<file path="src/rtl/btn_debounce.sv">
// Pushbutton debouncer: 2-flop synchronizer, 4-state qualify FSM and
// registered level plus single-cycle press/release strobes.
//
// Ports:
//   clk         - system clock, rising edge
//   rst         - synchronous active-high reset
//   btn_in      - raw asynchronous button, active-high, bouncing
//   btn_level   - debounced level (registered)
//   btn_press   - one-cycle press strobe (registered)
//   btn_release - one-cycle release strobe (registered)
//
// Parameters:
//   STABLE_CYCLES - cycles a level must hold before acceptance (2..2^24)
//   REPEAT_DELAY  - HELD cycles before first auto-repeat press
//   REPEAT_PERIOD - cycles between later auto-repeat presses
//
// Build option: define BTN_REPEAT_EN to enable auto-repeat while HELD.
// Without it only one btn_press is issued per qualified press.
module btn_debounce #(
  parameter int STABLE_CYCLES = 1000000,
  parameter int REPEAT_DELAY  = 50000000,
  parameter int REPEAT_PERIOD = 10000000
) (
  input  logic clk,
  input  logic rst,
  input  logic btn_in,
  output logic btn_level,
  output logic btn_press,
  output logic btn_release
);

  if (STABLE_CYCLES < 2 || REPEAT_DELAY < 1 ||
      REPEAT_PERIOD < 2) begin : g_bad_param
    $error("btn_debounce: illegal parameter value");
  end

  localparam int CW = $clog2(STABLE_CYCLES);
  localparam logic [CW-1:0] CNT_LAST = CW'(STABLE_CYCLES - 1);

  typedef enum logic [1:0] {
    IDLE,
    PRESS_WAIT,
    HELD,
    RELEASE_WAIT
  } state_t;

  state_t        state;
  state_t        state_nxt;
  logic [CW-1:0] cnt;
  logic [CW-1:0] cnt_nxt;
  logic          s1;
  logic          s2;
  logic          level_nxt;
  logic          press_nxt;
  logic          release_nxt;
  logic          rep_hit;

  always_ff @(posedge clk) begin
    if (rst) begin
      s1 <= 1'b0;
      s2 <= 1'b0;
    end else begin
      s1 <= btn_in;
      s2 <= s1;
    end
  end

`ifdef BTN_REPEAT_EN
  localparam int RMAX = (REPEAT_DELAY > REPEAT_PERIOD) ?
                        REPEAT_DELAY : REPEAT_PERIOD;
  localparam int RW = (RMAX > 1) ? $clog2(RMAX) : 1;
  localparam logic [RW-1:0] RD_LAST = RW'(REPEAT_DELAY - 1);
  localparam logic [RW-1:0] RP_LAST = RW'(REPEAT_PERIOD - 1);

  logic [RW-1:0] rep_cnt;
  logic          rep_first;

  // rep_first marks that the initial delay has been served, so
  // later pulses use the shorter period.
  assign rep_hit = (state == HELD) && s2 &&
                   (rep_cnt == (rep_first ? RP_LAST : RD_LAST));

  // Any cycle not spent continuously in HELD restarts the delay,
  // including a bounce through RELEASE_WAIT.
  always_ff @(posedge clk) begin
    if (rst || state != HELD || state_nxt != HELD) begin
      rep_cnt   <= '0;
      rep_first <= 1'b0;
    end else if (rep_hit) begin
      rep_cnt   <= '0;
      rep_first <= 1'b1;
    end else begin
      rep_cnt <= rep_cnt + 1'b1;
    end
  end
`else
  assign rep_hit = 1'b0;
`endif

  always_ff @(posedge clk) begin
    if (rst) begin
      state       <= IDLE;
      cnt         <= '0;
      btn_level   <= 1'b0;
      btn_press   <= 1'b0;
      btn_release <= 1'b0;
    end else begin
      state       <= state_nxt;
      cnt         <= cnt_nxt;
      btn_level   <= level_nxt;
      btn_press   <= press_nxt;
      btn_release <= release_nxt;
    end
  end

  // Strobes are decoded from the transition itself so they register
  // on the same edge the FSM enters HELD / IDLE.
  always_comb begin
    state_nxt   = state;
    cnt_nxt     = cnt;
    level_nxt   = btn_level;
    press_nxt   = 1'b0;
    release_nxt = 1'b0;
    unique case (state)
      IDLE: begin
        if (s2) begin
          state_nxt = PRESS_WAIT;
          cnt_nxt   = '0;
        end
      end
      PRESS_WAIT: begin
        if (!s2) begin
          state_nxt = IDLE;
          cnt_nxt   = '0;
        end else if (cnt == CNT_LAST) begin
          state_nxt = HELD;
          cnt_nxt   = '0;
          level_nxt = 1'b1;
          press_nxt = 1'b1;
        end else begin
          cnt_nxt = cnt + 1'b1;
        end
      end
      HELD: begin
        if (!s2) begin
          state_nxt = RELEASE_WAIT;
          cnt_nxt   = '0;
        end else if (rep_hit) begin
          press_nxt = 1'b1;
        end
      end
      RELEASE_WAIT: begin
        if (s2) begin
          state_nxt = HELD;
          cnt_nxt   = '0;
        end else if (cnt == CNT_LAST) begin
          state_nxt   = IDLE;
          cnt_nxt     = '0;
          level_nxt   = 1'b0;
          release_nxt = 1'b1;
        end else begin
          cnt_nxt = cnt + 1'b1;
        end
      end
      default: begin
        state_nxt = IDLE;
        cnt_nxt   = '0;
      end
    endcase
  end

endmodule
</file>
<file path="config.mk">
export PLATFORM = sky130hd
export DESIGN_NAME = btn_debounce
export DESIGN_NICKNAME = d
export VERILOG_FILES = /design/src/rtl/btn_debounce.sv
export SDC_FILE = /design/constraint.sdc
export NUM_CORES = 1
export LEC_CHECK = 0
export ABC_AREA = 0
export CAP_MARGIN = 20
export CELL_PAD_IN_SITES_DETAIL_PLACEMENT = 1
export CELL_PAD_IN_SITES_GLOBAL_PLACEMENT = 1
export CORE_MARGIN = 3
export CORE_UTILIZATION = 47
export CTS_CLUSTER_DIAMETER = 60
export DETAILED_ROUTE_END_ITERATION = 8
export HOLD_SLACK_MARGIN = 0.08
export PLACE_DENSITY = 0.87
export SYNTH_ARGS = -nofsm -noshare
export SYNTH_HDL_FRONTEND = slang
export SYNTH_SLANG_ARGS = --single-unit
</file>
<file path="constraint.sdc">
create_clock -name clk -period 3.4 [get_ports clk]
set_input_delay 0.34 -clock clk [delete_from_list [all_inputs] [get_ports clk]]
set_output_delay 0.34 -clock clk [all_outputs]
set_load 0.03 [all_outputs]
</file>
* Word level (Yosys, flattened, before mapping)
Cells that the tools add are included. Widths: inputs -> output; s select.
Word-level totals: register bits after elaboration 27, input bits 3, output and inout bits 3, logic and storage cells 49
Operators by class: $add $sub $neg 1, equal/unequal tests 12, muxes and demuxes 19, bitwise gates (word level) 3, reductions and logical operators 7
Operators by type and width (number):
- $mux 20 | 5
- $pmux 20 s4 | 1
- $add 20x1->20 const B | 1
- $eq 20x20->1 const B | 1
- $mux 2 | 6
- $ne 2x2->1 const B | 6
- $pmux 2 s4 | 1
- $ne 3x3->1 const B | 2
- $reduce_or 3->1 | 2
- $mux 1 | 5
- $reduce_and 5->1 | 1
- $eq 2x2->1 const B | 2
- $reduce_and 4->1 | 1
- $not 1->1 | 3
- $eq 2x1->1 const B | 1
- $logic_not 2->1 | 1
- $pmux 1 s2 | 1
- $reduce_and 2->1 | 1
- $reduce_bool 2->1 | 1

* Longest topological paths before layout
word-level depth 4, gate-level depth with buffers 7, gate-level depth less buffers 6

* Least setup slack after synthesis
No wires, ideal clock.
kind flip-flop to flip-flop, start register cnt[0], end register cnt[18], setup time 130 ps, arrival 1675 ps, required time 3270 ps, path slack 1595 ps, stages on the path, launching flop included 8, buffers on the path 1, period minus slack after synthesis 1805 ps, path through dfxtp_1 > ha_1 > nand4_1 > nor4b_4 > a21oi_2 > buf_6 > o211ai_1 > o211ai_1
Between the ends: word-level cells in the longest chain between the ends 4, elaborated cells on any way between the ends 6, those cells by class add/sub: 1; eq/ne: 1; mux: 4
Ends and longest elaborated chain:
- start: declaration | line 49 | logic [CW-1:0] cnt;
- start signal: assignment | line 109 | cnt <= cnt_nxt;
- $add 20x1->20 or $eq 20x20->1 (tied branches)
- $mux 20 * | line 135, 156
- $mux 20, on equally long branches | line 153, 132
- $pmux 20 s4 * | line 124 | unique case (state)
Every way passes the cells marked *; elsewhere a longest branch is shown, timed or not. A chain may end at the register's enable or synchronous reset.

* Worst setup path after layout
start register cnt[0], end register cnt[13]
The elaborated chain is that of the path after synthesis.

==> impl_metrics.py <==
metrics = {
    "drt": {
        "wl_met1_um": 1512,
        "postRouteWirelength_um": 3186,
        "drc_errors": 0,
        "wl_per_cell_um": 16.34,
        "highest_layer": "met4",
        "vias_per_cell": 6.108,
        "drt_iter0_drc": 39,
        "vias": 1191,
        "wl_met3_um": 80,
        "final_antenna_net_count": 0,
        "wl_met2_um": 1560,
        "drtPass1Iterations": 4,
    },
    "global_route": {
        "grt_pass1_wl_um": 5437,
        "overflow": 0,
        "grt.total_usage_pct": 20.16,
        "grt_max_degree": 28,
        "grt_pass1_vias": 1249,
        "antenna_found_initial": 0,
    },
    "timing": {
        "rsz0062_at_grt": "no",
        "tightest_slew_ps": 934.7,
        "max_freq_ghz": 0.4678,
        "drv_slew": 0,
        "finalHoldViolCount": 0,
        "setup_tns_ps": 0,
        "setup_viol": 0,
        "period_share_pct": 62.87,
        "max-slew-margin-rel_pct": 37.21,
        "min_period_ps": 2137,
        "finClkSkew_ps": 3.894,
        "fin_ws_ps": 1263,
    },
    "synthesis": {
        "yosys.area_share.simple_pct": 29.52,
        "synth_top_area_cell": "dfxtp_1",
        "synth_seq_cells": 27,
        "synth_top_area_share_pct": 40.87,
        "syn_area_mm2": 0.001323,
        "synth_cell_type_count": 36,
        "ys_warn_count": 0,
        "seq_area_frac_synth_pct": 40.87,
        "synthMuxAreaShare_pct": 3.027,
        "syn_inst": 158,
        "synth_compound_area_share_pct": 17.79,
        "yosys-top-cells-area": "dfxtp_1, a21oi_1, nand3_1",
        "synth_top_family_by_area": "simple AND/OR/NAND/NOR gates",
        "synth_fa_ha_area_share_pct": 0.9461,
        "syn_nets": 162,
        "synth_xor_area_share_pct": 3.311,
        "syn_avg_cell_area_um2": 8.370,
    },
    "critical_path": {
        "worstSetupEndpointType": "flip-flop",
        "cp_max_fo": 27,
        "cp-start-kind": "flip-flop",
        "r2r_slack_ps": 1260,
        "r2r-start": "cnt[0]$_SDFFE_PP0P_",
        "r2r_end": "cnt[13]$_SDFFE_PP0P_",
        "cp-startpoint": "cnt[0]$_SDFFE_PP0P_",
        "crit_required_ps": 3620,
        "worstSetupPathType": "flip-flop to flip-flop",
        "arrival_ps": 2360,
        "reg2reg_depth": 7,
    },
    "power_and_ir_drop": {
        "ir_drop_mv": 0.2120,
        "p_leak_uw": 0.0004375,
        "share_comb_of_total_power_pct": 4.9,
        "switching_share_pct": 23.01,
        "power.internal_uw": 373.9,
        "p_seq_share_pct": 66.2,
        "switching_power_uw": 111.7,
        "p_clk_share_pct": 28.9,
        "power_density_mw_per_mm2": 341.7,
    },
    "floorplanning": {
        "die_w_um": 59.05,
        "core_mm2": 0.002567,
        "initial_utilization_pct": 51.51,
        "rows": 18,
        "dieArea_mm2": 0.003486,
        "die_h_um": 59.05,
        "ioPinCount": 6,
    },
    "final_layout": {
        "area.growth.synth_to_final_pct": 7.474,
        "multi_input_area_um2": 721.9,
        "fill_cells": 324,
        "antenna_cells": 0,
        "fin_nets": 170,
        "drive_above_1_share_pct": 6.061,
        "regArea_um2": 540.5,
        "final_area_mm2": 0.001421,
    },
    "min_path": {
        "hold_start": "s1$_SDFF_PP0_",
        "min_to": "s2$_SDFF_PP0_",
        "hold_class": "flip-flop to flip-flop",
        "holdPathStages": 1,
    },
    "clock_tree": {
        "cts_buffers": 3,
        "cts.htree.levels": 1,
        "clk_pin_slew_ps": 150,
        "ctsResizeCount": 0,
        "cts_setup_buffers": 0,
        "cts_sinks": 27,
        "clk_latency_ps": 320,
        "cts_tree": "done",
        "root_buffer": "clkbuf_4",
        "clk_path_buf_depth": 2,
        "postCtsHoldBufs": 0,
    },
    "place": {
        "place_area_mm2": 0.001395,
        "dp_hpwl_um": 2311,
        "pre_cts_ws_ps": 1081,
        "io_buffers": 5,
        "gp_congestion": 0.7753,
    },
    "status": {
        "status": "finished, final reports clean",
    },
    "flow_run": {
        "cap_viol_max_count": 0,
    },
}
[cell usage in the layout (no fill, tap or decap), types with 3 or more instances in the layout]
| cell type | count |
|---|---|
| a21oi_1 | 13 |
| dfxtp_1 | 27 |
| mux2i_1 | 4 |
| a22oi_1 | 4 |
| xnor2_1 | 3 |
| nand4_1 | 8 |
| inv_1 | 8 |
| nor2_1 | 12 |
| nand3_1 | 12 |
| a31oi_1 | 9 |
| clkbuf_4 | 3 |
| nand2_1 | 15 |
| clkdlybuf4s50_1 | 5 |
| o21ai_0 | 7 |
| nor3_1 | 5 |
| nor2b_1 | 4 |
[Yosys cell counts]
master	n
a21oi_1	13
a21oi_2	1
a22o_1	1
a22oi_1	4
a31oi_1	9
a41oi_1	1
and3_1	1
and3b_1	1
and4_2	1
buf_1	1
buf_6	2
clkbuf_1	1
dfxtp_1	27
ha_1	1
inv_1	8
mux2i_1	4
nand2_1	15
nand3_1	12
nand3b_1	2
nand4_1	8
nand4bb_1	1
nor2_1	12
nor2b_1	4
nor3_1	5
nor3b_1	1
nor4_1	2
nor4b_4	1
o211ai_1	2
o21ai_0	7
o31ai_1	1
or2_2	1
or2b_1	1
or3_1	1
or4b_4	1
xnor2_1	3
xor2_1	2
[cells by family (layout without fill, tap and decap cells)]
kind of cell | Yosys count | count (layout)
AOI/OAI and AO/OA | 39 | 39
xor gates and xnor gates | 5 | 5
adders and majority gates | 1 | 1
buffers and inverters | 12 | 19
DFF | 27 | 27
muxes | 4 | 4
and+or+nand+nor | 70 | 70
[area by class of cell]
type,count,share of cell area [%]
Multi-Input combinational cell,119,50.79
Sequential cell,27,38.03
Timing Repair Buffer,7,4.577
Tap cell,30,2.641
Inverter,8,2.113
Clock buffer,4,1.849
[power groups by stage]
stage | Sequential, uW | Clock [uW] | Combinational (uW)
floorplan | 330 | 0 | 12.7
global placement | 328 | 0 | 22.4
detailed placement | 328 | 0 | 23.8
CTS | 321 | 142 | 24.0
global route | 322 | 159 | 26.3
finish | 321 | 141 | 23.7
[metal layers]
metal	track usage, %	up-vias
li1	-	595
met1	25.17	579
met2	34.54	11
met3	2.832	6
met4	8.414	0
met5	0	-
[how the worst max path moves through the flow]
stage	cells past startpoint	slack (ps)	to
after detailed placement	4	1080	cnt[8]$_SDFFE_PP0P_
after floorplan	7	1590	cnt[18]$_SDFFE_PP0P_
final	7	1260	cnt[13]$_SDFFE_PP0P_
after global routing	6	1090	cnt[14]$_SDFFE_PP0P_
after CTS	7	1260	cnt[13]$_SDFFE_PP0P_
after global placement	6	1250	cnt[2]$_SDFFE_PP0P_
[stage by stage]
stage	std cells	total power [uW]	hold slack, ps	util (%)
final	195	485.7	459.6	55.36
after global routing	195	507.8	478.3	55.36
after CTS	195	487.8	465.0	55.36
after detailed placement	191	352.0	444.3	54.34
after global placement	191	350.5	432.9	54.34
after floorplan	158	342.6	411.6	-
[sequential cells by signal, indices dropped and copies added (netlist names), named ones only]
register / flops
s1: 1
btn_press: 1
btn_level: 1
state: 1
btn_release: 1
cnt: 20
s2: 1
[worst max-delay path, stage by stage, from the launching register on]
cell and delay [ps]:
dfxtp_1 450, ha_1 260, nand4_1 280, nor4b_4 420, a21oi_2 90, buf_4 230
a41oi_1 240, a31oi_1 50
No activity file was read; power rests on OpenSTA's default activity.
